==> src/rtl/rng_share_arbiter_if.sv <==
// rtl/rng_share_arbiter_if.sv - requester/consumer bundle of the shared random-sample arbiter
interface rng_share_arbiter_if #(
    parameter int NUM_REQ = 4,
    parameter int WIDTH   = 16
);
    logic [NUM_REQ-1:0] req;
    logic [WIDTH-1:0]   rng_in;
    logic [NUM_REQ-1:0] gnt;
    logic [WIDTH-1:0]   rnd_out;
    logic               rnd_valid;
    logic               rng_stale;
    logic [15:0]        grant_count;

    modport slave (
        input  req,
        input  rng_in,
        output gnt,
        output rnd_out,
        output rnd_valid,
        output rng_stale,
        output grant_count
    );

    modport master (
        output req,
        output rng_in,
        input  gnt,
        input  rnd_out,
        input  rnd_valid,
        input  rng_stale,
        input  grant_count
    );
endinterface

==> src/rtl/rng_share_arbiter.sv <==
// rtl/rng_share_arbiter.sv - round-robin sharing of one pseudo-random source, never repeating a sample back to back
module rng_share_arbiter #(
    parameter int NUM_REQ = 4,
    parameter int WIDTH   = 16,
    parameter int HOLDOFF = 1
) (
    input  logic                  clk,
    input  logic                  reset,
    rng_share_arbiter_if.slave    bus
);
    localparam int PW = (NUM_REQ > 1) ? $clog2(NUM_REQ) : 1;
    localparam logic [3:0] HOLD_LAST = 4'((HOLDOFF > 0) ? HOLDOFF - 1 : 0);

    typedef enum logic [1:0] {IDLE, GRANT, HOLD} state_t;

    state_t             state_q;
    logic [PW-1:0]      ptr_q;
    logic [WIDTH-1:0]   last_q;
    logic               deliv_q;
    logic [3:0]         hold_q;
    logic [NUM_REQ-1:0] gnt_q;
    logic [WIDTH-1:0]   rnd_out_q;
    logic               rnd_valid_q;
    logic               stale_q;
    logic [15:0]        grant_count_q;

    logic [PW-1:0]      pick_idx;
    logic               pick_found;
    logic               ready;
    logic               grant_ok;
    logic [PW-1:0]      ptr_d;
    logic [NUM_REQ-1:0] gnt_d;
    logic [15:0]        grant_count_d;

    // Scan downward so the candidate closest to the pointer is written last and wins.
    always_comb begin
        pick_found = 1'b0;
        pick_idx   = '0;
        for (int k = NUM_REQ - 1; k >= 0; k--) begin
            if (bus.req[(int'(ptr_q) + k) % NUM_REQ]) begin
                pick_found = 1'b1;
                pick_idx   = PW'((int'(ptr_q) + k) % NUM_REQ);
            end
        end
    end

    // The last holdoff edge (or the grant edge itself when HOLDOFF=0) already arbitrates.
    always_comb begin
        ready = 1'b0;
        case (state_q)
            IDLE:    ready = 1'b1;
            GRANT:   ready = (HOLDOFF == 0);
            HOLD:    ready = (hold_q == 4'd0);
            default: ready = 1'b0;
        endcase
    end

    assign grant_ok      = pick_found && (!deliv_q || (bus.rng_in != last_q));
    assign ptr_d         = PW'((int'(pick_idx) + 1) % NUM_REQ);
    assign gnt_d         = NUM_REQ'(1) << pick_idx;
    assign grant_count_d = grant_count_q + 16'd1;

    always_ff @(posedge clk) begin
        if (reset) begin
            state_q       <= IDLE;
            ptr_q         <= '0;
            last_q        <= '0;
            deliv_q       <= 1'b0;
            hold_q        <= 4'd0;
            gnt_q         <= '0;
            rnd_out_q     <= '0;
            rnd_valid_q   <= 1'b0;
            stale_q       <= 1'b0;
            grant_count_q <= 16'd0;
        end else begin
            gnt_q       <= '0;
            rnd_valid_q <= 1'b0;
            if (ready) begin
                if (grant_ok) begin
                    gnt_q         <= gnt_d;
                    rnd_out_q     <= bus.rng_in;
                    rnd_valid_q   <= 1'b1;
                    last_q        <= bus.rng_in;
                    deliv_q       <= 1'b1;
                    ptr_q         <= ptr_d;
                    grant_count_q <= grant_count_d;
                    stale_q       <= 1'b0;
                    state_q       <= GRANT;
                end else begin
                    stale_q <= pick_found;
                    state_q <= IDLE;
                end
            end else begin
                stale_q <= 1'b0;
                if (state_q == GRANT) begin
                    state_q <= HOLD;
                    hold_q  <= HOLD_LAST;
                end else begin
                    hold_q <= hold_q - 4'd1;
                end
            end
        end
    end

    assign bus.gnt         = gnt_q;
    assign bus.rnd_out     = rnd_out_q;
    assign bus.rnd_valid   = rnd_valid_q;
    assign bus.rng_stale   = stale_q;
    assign bus.grant_count = grant_count_q;
endmodule
==> src/flat_wrapper.sv <==
// flat-port wrapper written by rule: the top's interface ports become plain ports
module rng_share_arbiter_flat 
#(
    parameter int NUM_REQ = 4,
    parameter int WIDTH   = 16,
    parameter int HOLDOFF = 1
)
  (clk, reset, bus_req, bus_rng_in, bus_gnt, bus_rnd_out, bus_rnd_valid, bus_rng_stale, bus_grant_count);
  rng_share_arbiter_if #(.NUM_REQ(NUM_REQ), .WIDTH(WIDTH)) bus_i ();
  input  logic clk;
  input  logic reset;
  input wire logic [$bits(bus_i.req)-1:0] bus_req;
  input wire logic [$bits(bus_i.rng_in)-1:0] bus_rng_in;
  output wire logic [$bits(bus_i.gnt)-1:0] bus_gnt;
  output wire logic [$bits(bus_i.rnd_out)-1:0] bus_rnd_out;
  output wire logic [$bits(bus_i.rnd_valid)-1:0] bus_rnd_valid;
  output wire logic [$bits(bus_i.rng_stale)-1:0] bus_rng_stale;
  output wire logic [$bits(bus_i.grant_count)-1:0] bus_grant_count;
  assign bus_i.req = bus_req;
  assign bus_i.rng_in = bus_rng_in;
  assign bus_gnt = bus_i.gnt;
  assign bus_rnd_out = bus_i.rnd_out;
  assign bus_rnd_valid = bus_i.rnd_valid;
  assign bus_rng_stale = bus_i.rng_stale;
  assign bus_grant_count = bus_i.grant_count;
  rng_share_arbiter #(.NUM_REQ(NUM_REQ), .WIDTH(WIDTH), .HOLDOFF(HOLDOFF)) u_core (.clk(clk), .reset(reset), .bus(bus_i));
endmodule
==> config.mk <==
export PLATFORM = sky130hd
export DESIGN_NAME = rng_share_arbiter_flat
export DESIGN_NICKNAME = d
export VERILOG_FILES = /design/src/rtl/rng_share_arbiter_if.sv /design/src/rtl/rng_share_arbiter.sv /design/src/flat_wrapper.sv
export SDC_FILE = /design/constraint.sdc
export NUM_CORES = 1
export LEC_CHECK = 0
export CAP_MARGIN = 20
export CORE_MARGIN = 2
export CORE_UTILIZATION = 62
export DETAILED_ROUTE_END_ITERATION = 8
export DONT_BUFFER_PORTS = 1
export PLACE_DENSITY = 0.9
export SYNTH_ARGS = -nofsm -noshare
export SYNTH_HDL_FRONTEND = slang
export SYNTH_SLANG_ARGS = --single-unit
export TNS_END_PERCENT = 5
==> constraint.sdc <==
create_clock -name clk -period 2.4 [get_ports clk]
set_input_delay 0.24 -clock clk [delete_from_list [all_inputs] [get_ports clk]]
set_output_delay 0.24 -clock clk [all_outputs]
set_load 0.01 [all_outputs]
Word level (Yosys, flattened, before mapping)

Cells that the tools add are included.

Input bits: 22
Output and inout bits: 38
Flip-flop bits (word level): 47

Bitwise operators: 5
Multiplexer cells: 25
Add/sub/neg operators: 6
Magnitude comparators: 4
Equal/unequal tests: 3
Shift-type cells: 1
Reductions and logical operators: 13

Operators by type and width:

| kind                    | number |
|---|---|
| $add A16 B1 Y16 const B | 1 |
| $ne A16 B16 Y1          | 1 |
| $mux W1                 | 13 |
| $lt A3 B4 Y1 const B    | 3 |
| $mux W2                 | 6 |
| $bmux W1 S2             | 4 |
| $reduce_or A2 Y1        | 4 |
| $reduce_or A3 Y1        | 2 |
| $add A2 B1 Y2 const B   | 2 |
| $add A2 B2 Y2 const B   | 2 |
| $logic_not A4 Y1        | 1 |
| $mux W4                 | 1 |
| $shl A1 B2 Y4 const A   | 1 |
| $sub A4 B1 Y4 const B   | 1 |
| $and A1 B1 Y1 const A   | 3 |
| $lt A2 B3 Y1 const B    | 1 |
| $eq A2 B1 Y1 const B    | 1 |
| $eq A2 B2 Y1 const B    | 1 |
| $logic_not A2 Y1        | 1 |
| $not A1 Y1              | 2 |
| $pmux W1 S2             | 1 |
| $reduce_and A2 Y1       | 1 |
| $reduce_bool A2 Y1      | 1 |
| $logic_and A1 B1 Y1     | 1 |
| 2 further kinds         | 2 |

Logic depth before layout (Yosys ltp)

Word-level depth: 13
Mapped depth: 9
Gate-level depth less buffers: 8

Worst setup path before layout

Ideal clock, no wire load.

Path kind: reg2reg
Start point: register u_core.hold_q[0]
End point: register u_core.grant_count_q[10] (netlist: u_core.bus.grant_count[10])
Arrival: 2.136 ns
Path slack: 0.193 ns
Library setup time: 0.071 ns
Required time: 2.329 ns
Cell stages (with the launch flop): 9
Clock period less this slack: 2.207 ns
Cells stage by stage: dfxtp_1 > inv_1 > ha_1 > or3b_4 > a211oi_4 > o21ai_2 > buf_6 > or4_1 > a21oi_1

Longest elaborated chain between the ends: 3

Ends and longest elaborated chain:

| element                            | line                    | source |
|---|---|---|
| from (decl)                        | rng_share_arbiter.sv:20 | `logic [3:0] hold_q;` |
| from (signal assigned)             | rng_share_arbiter.sv:99 | `hold_q <= hold_q - 4'd1;` |
| $logic_not A4 Y1                   | rng_share_arbiter.sv:53 | `HOLD: ready = (hold_q == 4'd0);` |
| $pmux W1 S2                        | rng_share_arbiter.sv:50 | `case (state_q)` |
| $reduce_and A2 Y1 (no source line) | n/a                     |  |
| to (signal assigned)               | rng_share_arbiter.sv:86 | `grant_count_q <= grant_count_d;` |
| to (decl)                          | rng_share_arbiter.sv:25 | `logic [15:0] grant_count_q;` |

Every way passes these cells.
A chain may end at the register's enable or synchronous reset.

Final worst setup path

Start point: register u_core.hold_q[0]
End point: register u_core.grant_count_q[5] (netlist: u_core.bus.grant_count[5])

Same word-level chain as after synthesis.

==> impl_metrics.env <==
export IMPL_status="complete, no violations"
export IMPL_diodes=0
export IMPL_ys_seq_area_frac=0.443
export IMPL_cp_start_kind="register"
export IMPL_cp_required_ns=2.70
export IMPL_vias=1668
export IMPL_finalSetupViolations=0
export IMPL_synth_simple_area_share=0.211
export IMPL_maxSlewViolCount=0
export IMPL_grt_pass1_wl_um=6680
export IMPL_fp_dieH_um=62.5
export IMPL_synth_net_count=253
export IMPL_core_area_mm2=0.00331
export IMPL_drc=0
export IMPL_wire_per_inst_um=14.8
export IMPL_synth_main_ff_cell="dfxtp_1"
export IMPL_fin_skew_ns=0.00932
export IMPL_cts_root_buf="clkbuf_4"
export IMPL_cp_max_fo=8
export IMPL_grt_pass1_vias=1565
export IMPL_io_buffers=0
export IMPL_clockBufferDepth=2
export IMPL_post_dp_cell_area_mm2=0.00220
export IMPL_power_per_cell_area_mw_per_mm2=698
export IMPL_timing_slew_headroom=0.623
export IMPL_htreeDepth=2
export IMPL_antenna_found_initial=0
export IMPL_synth_area_per_cell_um2=9.28
export IMPL_grt_use_total=0.214
export IMPL_wirelength_um=4210
export IMPL_routed_via_density=5.87
export IMPL_synthMuxAreaShare=0.0895
export IMPL_cts_buffers=5
export IMPL_drtIter0Drc=89
export IMPL_synth_top_area_cell="dfxtp_1"
export IMPL_chipWidth_um=62.5
export IMPL_synth_compound_area_frac=0.125
export IMPL_tightest_slew_ns=0.561
export IMPL_worstHoldStart="bus_rng_in[15]"
export IMPL_place_congestion=0.754
export IMPL_crit_type="register to register"
export IMPL_yosys_warnings=0
export IMPL_grt_max_degree=42
export IMPL_clock_latency_ns=0.35
export IMPL_cts_clk_slew_worst_paths_ns=0.13
export IMPL_hold_viol=0
export IMPL_drt_pass1_iterations=4
export IMPL_rsz0062_at_grt="false"
export IMPL_hold_path_class="input port to register"
export IMPL_fp_row_count=21
export IMPL_cts_tree="done"
export IMPL_synth_xor_xnor_area_share=0.0907
export IMPL_die_area_mm2=0.00391
export IMPL_async_reset_ff_frac=0
export IMPL_syn_cell_area_mm2=0.00212
export IMPL_finalCriticalPeriod_ns=2.29
export IMPL_maxCapViolations=0
export IMPL_overflow=0
export IMPL_max_freq_mhz=436
export IMPL_reg2regPathDepth=7
export IMPL_synth_seq_cells=47
export IMPL_tns_ns=0
export IMPL_area_delta_synth_final_pct=9.01
export IMPL_layout_drive_gt1_share=0.109
export IMPL_synth_edf_count=0
export IMPL_synth_top_cell_area_share=0.443
export IMPL_p_total_mw=1.62
export IMPL_initial_core_util=0.642
export IMPL_p_leak_nw=0.909
export IMPL_finalWorstSetupSlack_ns=0.106
export IMPL_peakVddDrop_mv=0.421
export IMPL_synthCells=229
export IMPL_period_share=0.956
export IMPL_synth_top_family_by_area="simple AND/OR/NAND/NOR gates"
export IMPL_synthAdderAreaFrac=0.0118
export IMPL_holdPathEnd="u_core.bus.rnd_out[15]$_SDFFE_PP0P_"
export IMPL_fin_nets=262
export IMPL_dp_slack_ns=0.151
export IMPL_arrival_ns=2.59
export IMPL_postLayoutCellArea_mm2=0.00232
export IMPL_drtAntennaViolNets=0
export IMPL_reg2reg_slack_ns=0.11
export IMPL_r2r_start="u_core.hold_q[0]$_SDFFE_PP0P_"
export IMPL_synth_cell_types=40
export IMPL_r2r_end="u_core.bus.grant_count[5]$_SDFFE_PP0P_"
export IMPL_synth_area_leaders="dfxtp_1 (44%), mux2i_1 (9.0%), xor2_1 (8.2%)"
export IMPL_fillerInstances=256
export IMPL_io_pins=60
export IMPL_hpwlAfterDp_um=2850
export IMPL_hold_depth=2
export IMPL_end_kind="register"
export IMPL_cts_sinks=47
## flip-flops by register name, summed over array words and instances (netlist names)
signal / cells
u_core.bus.gnt: 4
u_core.bus.grant_count: 16
u_core.bus.rnd_out: 16
u_core.bus.rnd_valid: 1
u_core.bus.rng_stale: 1
u_core.deliv_q: 1
u_core.hold_q: 4
u_core.ptr_q: 2
u_core.state_q: 2
## worst max-delay path: stages (launching register included)
cell and delay (ns):
dfxtp_1 0.36, inv_1 0.07, ha_1 0.17, or3b_4 0.42, a211oi_4 0.37, o21ai_2 0.19, or4_1 0.53, a21oi_1 0.15
## synthesized netlist by cell type (all sizes together), types with 3 or more instances
cell / n
xor2: 20
nor2b: 4
o211ai: 3
nor2: 34
buf: 4
nor3: 3
nand3: 3
o31ai: 4
nor4: 5
clkbuf: 5
and3: 4
mux2i: 19
inv: 4
nand2: 10
nor4b: 3
dfxtp: 47
or4: 5
o21ai: 10
nand3b: 4
a21oi: 15
## layout by cell type, fill, tap and decap left out, types with 2 or more instances in the layout
master	count
a21oi_1	15
and3_1	4
clkbuf_4	5
a21bo_2	2
nand2_1	10
buf_4	6
dfxtp_1	47
nor2b_1	4
nand4_1	2
nand3_1	3
buf_12	2
xnor2_1	2
nor4b_1	3
nand3b_1	4
or4_1	5
o21ai_0	9
nor2_1	34
o31ai_1	4
nor3_1	3
xor2_1	20
ha_1	2
o21ai_2	2
nand2b_1	2
o211ai_1	3
nor4_1	5
mux2i_1	19
inv_1	4
## layout make-up
type / count / area [µm²] / area share
tap: 46 / 57.6 / 0.0249
clock buffer: 6 / 51.3 / 0.0222
timing repair buffer: 9 / 96.3 / 0.0416
multi-input combinational: 171 / 1150 / 0.496
clock inverter: 1 / 5.00 / 0.00216
sequential: 47 / 941 / 0.406
inverter: 4 / 15.0 / 0.00648
## metrics by stage
step	hold WS (ns)	cells	util
after floorplan	0.384	229	-
after global placement	0.317	272	0.665
after detailed placement	0.317	272	0.665
after CTS	0.0193	280	0.688
after global routing	0.0143	284	0.700
final	0.0321	284	0.700
## power by group
| part | internal (mW) | total (mW) | switching, mW |
|---|---|---|---|
| Clock | 0.136 | 0.371 | 0.235 |
| Sequential | 0.843 | 0.927 | 0.0836 |
| Combinational | 0.155 | 0.317 | 0.162 |
## kinds of logic after synthesis
| family | after synthesis |
|---|---|
| compound gates | 40 |
| flops | 47 |
| fa+ha+maj | 2 |
| simple gates | 86 |
| xor+xnor | 22 |
| buf+inv | 13 |
| mux | 19 |
## layer usage
metal / GRT usage / up-vias / share of wire
li1: - / 829 / -
met1: 0.226 / 769 / 0.44
met2: 0.362 / 60 / 0.47
met3: 0.0991 / 10 / 0.071
met4: 0.103 / 0 / 0.018
met5: 0 / - / 0
## repair_timing
| item | in CTS | in global routing |
|---|---|---|
| hold buffers | 1 | 0 |
| buffers inserted | 0 | 2 |
| setup endpoints to repair | 0 | 11 |
| hold endpoints to repair | 41 | 0 |
| resized for setup | 0 | 2 |
## how the worst max path moves through the flow
stage	start	end	cells past startpoint
2_1_floorplan	u_core.hold_q[0]$_SDFFE_PP0P_	u_core.bus.grant_count[10]$_SDFFE_PP0P_	8
6_report	u_core.hold_q[0]$_SDFFE_PP0P_	u_core.bus.grant_count[5]$_SDFFE_PP0P_	7
4_1_cts	u_core.hold_q[0]$_SDFFE_PP0P_	u_core.bus.grant_count[10]$_SDFFE_PP0P_	7
5_1_grt	u_core.hold_q[0]$_SDFFE_PP0P_	u_core.bus.grant_count[8]$_SDFFE_PP0P_	7
3_3_place_gp	u_core.hold_q[0]$_SDFFE_PP0P_	u_core.bus.grant_count[7]$_SDFFE_PP0P_	8
3_5_place_dp	u_core.bus.rnd_out[10]$_SDFFE_PP0P_	u_core.bus.rnd_out[7]$_SDFFE_PP0P_	7
Power figures use the tool's default switching activity.
